==> src/rtl/reset_sequencer.sv <==
// rtl/reset_sequencer.sv - ordered reset release across NUM_STAGES downstream domains
// Holds all stage resets, waits for lock, then releases stage 0..N-1 STAGE_GAP cycles apart.
module reset_sequencer #(
   parameter int NUM_STAGES  = 4,
   parameter int HOLD_CYCLES = 16,
   parameter int STAGE_GAP   = 8,
   parameter int CNT_W       = 8
) (
   input  logic                  clk,
   input  logic                  reset,
   input  logic                  sw_req,
   input  logic                  lock_ok,
   output logic [NUM_STAGES-1:0] rst_out,
   output logic                  seq_done,
   output logic                  busy
);

   localparam int IDX_W = (NUM_STAGES > 1) ? $clog2(NUM_STAGES) : 1;

   typedef enum logic [1:0] {
      ST_ASSERT    = 2'd0,
      ST_WAIT_LOCK = 2'd1,
      ST_RELEASE   = 2'd2,
      ST_DONE      = 2'd3
   } state_t;

   state_t                  state_q, state_d;
   logic [CNT_W-1:0]        cnt_q, cnt_d;
   logic [IDX_W-1:0]        idx_q, idx_d;
   logic [NUM_STAGES-1:0]   rst_out_q, rst_out_d;
   logic                    seq_done_q, seq_done_d;
   logic                    busy_q, busy_d;
   logic                    restart;

   assign restart = sw_req || !lock_ok;

   always_comb begin
      state_d    = state_q;
      cnt_d      = cnt_q;
      idx_d      = idx_q;
      rst_out_d  = rst_out_q;
      seq_done_d = seq_done_q;

      case (state_q)
         ST_ASSERT: begin
            rst_out_d = '1;
            if (cnt_q == CNT_W'(HOLD_CYCLES - 1)) begin
               cnt_d   = '0;
               state_d = ST_WAIT_LOCK;
            end else begin
               cnt_d = cnt_q + CNT_W'(1);
            end
         end

         ST_WAIT_LOCK: begin
            rst_out_d = '1;
            if (lock_ok) begin
               cnt_d = '0;
               if (NUM_STAGES == 1) begin
                  rst_out_d  = '0;
                  seq_done_d = 1'b1;
                  state_d    = ST_DONE;
               end else begin
                  rst_out_d[0] = 1'b0;
                  idx_d        = IDX_W'(1);
                  state_d      = ST_RELEASE;
               end
            end
         end

         ST_RELEASE: begin
            // Restart has priority over a release falling on the same edge.
            if (restart) begin
               state_d    = ST_ASSERT;
               cnt_d      = '0;
               idx_d      = '0;
               rst_out_d  = '1;
               seq_done_d = 1'b0;
            end else if (cnt_q == CNT_W'(STAGE_GAP - 1)) begin
               cnt_d = '0;
               for (int k = 0; k < NUM_STAGES; k++) begin
                  if (IDX_W'(k) == idx_q) rst_out_d[k] = 1'b0;
               end
               if (idx_q == IDX_W'(NUM_STAGES - 1)) begin
                  state_d    = ST_DONE;
                  seq_done_d = 1'b1;
               end else begin
                  idx_d = idx_q + IDX_W'(1);
               end
            end else begin
               cnt_d = cnt_q + CNT_W'(1);
            end
         end

         ST_DONE: begin
            if (restart) begin
               state_d    = ST_ASSERT;
               cnt_d      = '0;
               idx_d      = '0;
               rst_out_d  = '1;
               seq_done_d = 1'b0;
            end
         end

         default: begin
            state_d    = ST_ASSERT;
            cnt_d      = '0;
            idx_d      = '0;
            rst_out_d  = '1;
            seq_done_d = 1'b0;
         end
      endcase

      busy_d = !seq_done_d;
   end

   always_ff @(posedge clk or posedge reset) begin
      if (reset) begin
         state_q    <= ST_ASSERT;
         cnt_q      <= '0;
         idx_q      <= '0;
         rst_out_q  <= '1;
         seq_done_q <= 1'b0;
         busy_q     <= 1'b1;
      end else begin
         state_q    <= state_d;
         cnt_q      <= cnt_d;
         idx_q      <= idx_d;
         rst_out_q  <= rst_out_d;
         seq_done_q <= seq_done_d;
         busy_q     <= busy_d;
      end
   end

   assign rst_out  = rst_out_q;
   assign seq_done = seq_done_q;
   assign busy     = busy_q;

endmodule
==> config.mk <==
export PLATFORM = sky130hd
export DESIGN_NAME = reset_sequencer
export DESIGN_NICKNAME = d
export VERILOG_FILES = /design/src/rtl/reset_sequencer.sv
export SDC_FILE = /design/constraint.sdc
export NUM_CORES = 1
export LEC_CHECK = 0
export ABC_AREA = 0
export CELL_PAD_IN_SITES_DETAIL_PLACEMENT = 0
export CELL_PAD_IN_SITES_GLOBAL_PLACEMENT = 2
export CORE_MARGIN = 2
export CORE_UTILIZATION = 39
export CTS_CLUSTER_SIZE = 14
export DETAILED_ROUTE_END_ITERATION = 16
export PLACE_DENSITY = 0.81
export SETUP_SLACK_MARGIN = 0.3
export SYNTH_ARGS = -nofsm -noshare
export SYNTH_HDL_FRONTEND = slang
export SYNTH_SLANG_ARGS = --single-unit
==> constraint.sdc <==
create_clock -name clk -period 4.6 [get_ports clk]
set_input_delay 0.92 -clock clk [delete_from_list [all_inputs] [get_ports clk]]
set_output_delay 0.92 -clock clk [all_outputs]
set_load 0.005 [all_outputs]
=== After elaboration in Yosys (flattened, before gate mapping) ===
Index checks and enable logic that the tools add are counted.

* Add/subtract/negate cells: 2
* Equal/unequal tests: 19
* Mux-type cells: 32
* Reduce and logical (&&, ||, !) cells: 13

{| class="wikitable"
|+ Operators by type and width
! kind !! count
|-
| 8-bit two-way mux || 5
|-
| 8-bit one-hot mux with 4 select lines || 1
|-
| 3-bit != test, second input constant || 7
|-
| 2-bit two-way mux || 10
|-
| 4-bit one-hot mux with 4 select lines || 1
|-
| 4-bit two-way mux || 3
|-
| 3-bit AND reduction || 4
|-
| 5-bit AND reduction || 2
|-
| 1-bit two-way mux || 9
|-
| 8-bit by 1-bit adder with 8-bit output, second input constant || 1
|-
| 8-bit by 3-bit == test with 1-bit output, second input constant || 1
|-
| 8-bit by 4-bit == test with 1-bit output, second input constant || 1
|-
| 2-bit one-hot mux with 4 select lines || 1
|-
| 2-bit == test, second input constant || 3
|-
| 2-bit != test, second input constant || 3
|-
| 2-bit one-hot mux with 3 select lines || 1
|-
| 2-bit == test, first input constant || 2
|-
| 2-bit zero test || 2
|-
| 3-bit nonzero test || 1
|-
| 2-bit by 1-bit adder with 2-bit output, second input constant || 1
|-
| 1-bit by 2-bit == test with 1-bit output, first input constant || 1
|-
| 2-bit by 1-bit == test with 1-bit output, second input constant || 1
|-
| 1-bit zero test || 2
|-
| 1-bit one-hot mux with 2 select lines || 1
|-
| other kinds (2) || 2
|}

* Register bits after elaboration: 18
* Input bits: 4
* Output and inout port bits: 6

=== Depth between registers and ports, before layout ===
Gate-level depths: netlist of run 1.

* Depth in word-level cells: 6
* Depth in mapped cells: 8

=== Worst setup path after synthesis of run 1 ===
OpenSTA, ideal clock, no wires.

* Path kind: input -> register
* From: input sw_req
* To: register rst_out_q[3], in the netlist rst_out[3]
* Arrival time: 2.000 ns
* Required time: 4.518 ns
* Slack: 2.518 ns
* Stages: 5
* Cells stage by stage: and2b_1 o21ai_0 or2_2 o21ai_0 mux2_2

* Word-level cells in the longest chain between the ends: 3
* Elaborated cells on any way between the ends: 7
* Those cells by class: 3 x eq/ne; 2 x mux; 2 x reduce/logical

{| class="wikitable"
|+ RTL lines
! element !! RTL line !! RTL
|-
| start: declaration || 11 || <nowiki>input logic sw_req,</nowiki>
|-
| 1-bit logical OR (*) || 35 || <nowiki>assign restart = sw_req || !lock_ok;</nowiki>
|-
| 4-bit two-way mux, or another cell as far along || 73 || <nowiki>if (restart) begin</nowiki>
|-
| 4-bit one-hot mux with 4 select lines / 3-bit AND reduction (equally long branches) || - ||
|-
| end signal: assignment || 129 || <nowiki>rst_out_q <= rst_out_d;</nowiki>
|-
| end: declaration || 30 || <nowiki>logic [NUM_STAGES-1:0] rst_out_q, rst_out_d;</nowiki>
|}

Mark *: on every way between the ends. The rest lies on a longest branch, timed or not.
A chain may end at the register's enable or synchronous reset.

=== Worst setup path in the final report of run 1 ===
* From: input sw_req
* To: register idx_q[0]

* Word-level cells in the longest chain between the ends: 3
* Elaborated cells on any way between the ends: 7
* Those cells by class: 3 x eq/ne; 2 x mux; 2 x reduce/logical

{| class="wikitable"
|+ RTL lines
! element !! RTL line !! RTL
|-
| 1-bit logical OR (*) || 35 ||
|-
| 3-bit != test (no source line), or another cell as far along || - ||
|-
| 5-bit AND reduction (no source line) / 2-bit one-hot mux with 3 select lines (equally long branches) || - ||
|-
| end signal: assignment || 128 || <nowiki>idx_q <= idx_d;</nowiki>
|-
| end: declaration || 29 || <nowiki>logic [IDX_W-1:0] idx_q, idx_d;</nowiki>
|}

Marks and branches as above.

==> results of run 1 <==
-- flip-flops by register name (all words and copies together) (netlist names), named ones only --
register / count
cnt_q: 8
rst_out: 4
idx_q: 2
state_q: 2
busy: 1
-- critical path: stages --
cell and delay [ns]:
clkdlybuf4s50_1 0.49, and2b_1 0.23, a21boi_2 0.49, and2_4 0.28, nand2_2 0.05, a22o_1 0.22
-- per-layer routing --
metal	up-vias	share of wire	global-route usage
met3	5	0.022	0.0268
met4	0	0.020	0.0598
met5	-	0	0
met1	412	0.50	0.212
met2	11	0.46	0.239
li1	439	-	-
-- Yosys cell counts (2+ instances only) --
cell / n
nand4_1: 3
nand3_1: 5
a31oi_1: 3
ha_1: 10
a32o_1: 2
and3_1: 2
nand2_1: 5
nand2b_1: 2
o21ai_0: 12
dfstp_2: 5
o41ai_1: 2
nor2_1: 6
dfrtp_1: 13
inv_1: 9
nor3_1: 2
o31ai_1: 2
mux2_2: 4
-- cells by family (layout without fill, tap and decap cells) --
| group | after synthesis | after routing | synth area share |
|---|---|---|---|
| muxes | 5 | 5 | 0.0479 |
| buffers and inverters | 11 | 22 | 0.0436 |
| adders and majority gates | 10 | 10 | 0.109 |
| AOI/OAI and AO/OA | 33 | 33 | 0.211 |
| DFF | 18 | 18 | 0.398 |
| and+or+nand+nor | 34 | 34 | 0.183 |
| xor gates and xnor gates | 1 | 1 | 0.00763 |
-- worst min path at each step --
stage | start | end | slack [ns] | cells past startpoint
finish | cnt_q[0] | cnt_q[0] | 0.51 | 1
detailed placement | cnt_q[0] | cnt_q[0] | 0.50 | 1
global placement | cnt_q[0] | cnt_q[0] | 0.50 | 1
global route | cnt_q[0] | cnt_q[0] | 0.54 | 1
CTS | cnt_q[0] | cnt_q[0] | 0.51 | 1
floorplan | cnt_q[0] | cnt_q[0] | 0.47 | 1
-- layout make-up --
cell class                 instances  area [sq um]  share of cell area
tap                               31          38.8              0.0299
timing repair buffer               9          90.1              0.0694
inverter                           9          33.8              0.0260
sequential                        18           457               0.352
clock buffer                       4          36.3              0.0280
multi-input combinational         83           642               0.495
-- cells in the final DEF, fill, tap and decap left out, types with 2 or more instances in the layout --
cell type         n
a31oi_1           3
o21ai_0          12
nand4_1           3
nand2_1           5
clkbuf_4          3
dfrtp_1          13
and3_1            2
nor3_1            2
inv_1             9
o41ai_1           2
o31ai_1           2
clkdlybuf4s50_1   9
nor2_1            6
mux2_2            4
a32o_1            2
dfstp_2           5
ha_1             10
nand3_1           5
nand2b_1          2
-- where the power goes --
| group | total [mW] | switching, mW | internal, mW |
|---|---|---|---|
| Clock | 0.100 | 0.0521 | 0.0483 |
| Sequential | 0.245 | 0.0335 | 0.212 |
| Combinational | 0.363 | 0.183 | 0.181 |
| Total | 0.709 | 0.268 | 0.441 |
==> run metrics, run 1 <==
status=complete, no violations; Final ANT Viol Nets=0; DP Cell Count=150; post-synth top area cell=dfrtp_1; dpl cell area=0.00126 sq mm; CTS buffer count=3; post-layout instance area=0.00130 sq mm; n_diodes=0; nets=138; min-delay worst type=reg2reg; Worst Setup Slack, final=2.12 ns; Max Fclk=403 MHz; worst slew pin tran=0.691 ns; max-cap violation count=0; DR vias/cell=5.63; fin util=0.466; DPL Wire Length=1690 um; Total Neg Setup Slack=0 ns; clock net sink count=18; hold_buf cts=0; cells after synthesis=112; pin count of the biggest net entering global routing=19; Non-Filler Instances=154; core footprint=0.00278 sq mm; number of iterations in the first detailed-routing pass=4; die footprint=0.00340 sq mm; total wire length=2230 um; Initial DRC Count=38; Overflow after GRT=0; RSZ-0062 raised after global routing=no; number of synthesis warnings=0; Residual DRC=0; R2R cell count=7; Fillers=271; Resized Gates After CTS=0; CP max FO=15; dpl ws=1.81 ns; Synth-to-Final Area Change=13.0%; syn_area_per_cell=10.3 sq um; top_reg_cell synth=dfrtp_1; PortBufs=9; TritonCTS clock tree=done; Overall Power=709 uW; crit start category=input port; CTS Buffer Depth=2; starting density of the core=0.413; initial antenna violation count=0; Worst R2R Start=state_q[0]; CTS HTree Levels=1; Worst Setup SP=sw_req; die height=58.3 um; PwrDens=546 mW/mm^2; vias=867; kind of critical path=in2reg; Synth Net Count=126; Setup crit end kind=register; Wirelength per Cell=14.5 um; Synth area leaders=dfrtp_1, dfstp_2, ha_1; Die W=58.3 um; worst setup path endpoint=idx_q[0]; global-route usage over all layers=0.154; Yosys cell types=42; Synth Cell Area=0.00115 sq mm; Post-synth EDFFs=0; final setup vio count=0; Max Slew Vio Count=0; Critical R2R Capture=cnt_q[7]; Tcrit/Tclk final=0.540; number of global-route vias before repair=838; Slew headroom=0.539; post-CTS setup buffers=0; r2r setup slk=2.52 ns; crit path DAT=2.69 ns; CTS Root Cell=clkbuf_4; worst vdd ir=0.313 mV; asr flop ratio synth=1.00; Clock Latency Late Sink=0.30 ns; FP Rows=19; Boundary Pins=10; register area share after synthesis=0.398; Final min period=2.48 ns; tightest hold margin=0.508 ns; layout cells sized above 1=0.179; final weighted congestion in routability-driven placement=0.714; Final Hold Vio Count=0; Synth top area share=0.283; flops & latches, synth=18; Worst Skew=0.00894 ns; clk slew on worst S/H paths=0.11 ns; CP required=4.80 ns; leakage=0.554 nW; first-pass GRT wire length=3940 um
Note: power is estimated with default switching activity, not from simulation.
==> inputs of run 2 (changes only) <==
CORE_UTILIZATION = 33   (was 39)
PLACE_DENSITY = 0.73   (was 0.81)
clock period = 2.05 ns   (was 4.6 ns; I/O delays follow)
==> run metrics, run 2 (synthesis results as in run 1) <==
die height=63.0 um; TritonCTS clock tree=done; max reg flops=8; post-layout instance area=0.00160 sq mm; met1 usage=0.178; Slowest-stage cell, CP=or4_4; CTS Root Cell=clkbuf_4; number of iterations in the first detailed-routing pass=4; starting density of the core=0.344; worst slew pin tran=0.378 ns; Clock Latency Late Sink=0.30 ns; PortBufs=9; fin util=0.478; tightest hold margin=0.417 ns; Setup crit end kind=register; Residual DRC=0; status=complete, no violations; crit path DAT=1.95 ns; clock net sink count=18; hold_buf cts=0; kind of critical path=reg2reg; largest reg by FF count=cnt_q; Final Hold Vio Count=0; Total Neg Setup Slack=0 ns; Worst Skew=0.00451 ns; n_diodes=0; CTS buffer count=3; initial antenna violation count=0; total wire length=2530 um; Critical R2R Capture=idx_q[1]; most frequent cells in the layout=buf_4, dfrtp_1, inv_1; CP max FO=3; number of global-route vias before repair=932; CTS Buffer Depth=2; dpl cell area=0.00138 sq mm; max-cap violation count=0; r2r setup slk=0.29 ns; R2R cell count=7; PwrDens=1200 mW/mm^2; worst path cell trace=inv_2, ha_4, or4_4, o22ai_4, and2_4, nand2_2, a32o_1; nets=160; met2 usage=0.230; Overflow after GRT=0; vias=945; min-delay worst type=in2async; Initial DRC Count=8; CP required=2.25 ns; Worst Setup Slack, final=0.294 ns; met3 GRT Util=0.0216; Synth-to-Final Area Change=39.0%; Slew headroom=0.747; Final min period=1.76 ns; FP Rows=21; Most Crowded Layer GR=met2; Boundary Pins=10; core footprint=0.00334 sq mm; Tcrit/Tclk final=0.856; leakage=0.696 nW; Wirelength per Cell=13.2 um; dpl ws=-0.107 ns; commonest non-fill, non-tap cell in the layout=buf_4; Max Fclk=570 MHz; clk slew on worst S/H paths=0.12 ns; crit start category=register; die footprint=0.00397 sq mm; worst vdd ir=0.497 mV; DR vias/cell=4.95; global-route usage over all layers=0.137; first-pass GRT wire length=4280 um; final weighted congestion in routability-driven placement=0.726; layout cells sized above 1=0.434; CTS HTree Levels=1; DPL Wire Length=1840 um; Max Slew Vio Count=0; pin count of the biggest net entering global routing=19; Die W=63.0 um; Final ANT Viol Nets=0; final setup vio count=0; RSZ-0062 raised after global routing=yes; CP max stage delay=0.42 ns; Worst R2R Start=state_q[0]
==> run 2: how the worst max path moves through the flow <==
stage,slack (ns),end,start,cells after the start
2_1_floorplan,0.28,idx_q[0],state_q[1],7
3_3_place_gp,-0.09,rst_out[0],lock_ok,6
3_5_place_dp,-0.11,rst_out[0],sw_req,6
4_1_cts,0.27,idx_q[0],state_q[0],7
5_1_grt,0.22,idx_q[0],state_q[0],7
6_report,0.29,idx_q[1],state_q[0],7
==> run 2: power by group <==
group / switching [mW] / internal, mW / leakage [nW] / total [mW]
Sequential: 0.0646 / 0.476 / 0.225 / 0.540
Clock: 0.121 / 0.108 / 0.0210 / 0.229
Combinational: 0.521 / 0.630 / 0.450 / 1.15
Total: 0.706 / 1.21 / 0.696 / 1.92
==> run 2: worst max-delay path, delay by kind of cell (launching register included) <==
| kind | cells | cell delay, ns |
|---|---|---|
| and+or+nand+nor | 3 | 0.65 |
| DFF | 1 | 0.41 |
| AOI/OAI and AO/OA | 2 | 0.36 |
| adders and majority gates | 1 | 0.16 |
| buffers and inverters | 1 | 0.09 |
==> run 2: repair_timing <==
item                       CTS  global route
pin swaps                    2            10
cloned                       0             0
resized for setup           11            22
buffers inserted             6             5
setup endpoints to repair   16            20
==> run 2: layout make-up <==
type	instances	area (sq um)
Multi-Input combinational cell	83	739
Tap cell	46	57.6
Fill cell	317	1740
Timing Repair Buffer	31	272
Clock buffer	4	36.3
Inverter	9	33.8
Sequential cell	18	458
==> run 2: through the flow <==
stage,power (mW),instances
floorplan,1.19,112
global placement,1.48,176
detailed placement,1.50,176
CTS,1.82,186
global route,2.08,191
finish,1.92,191
==> run 2: metal layers <==
layer | up-vias | routed length, um
met5 | - | 0
met4 | 0 | 20
met3 | 2 | 46
met2 | 11 | 1210
met1 | 448 | 1260
li1 | 484 | -
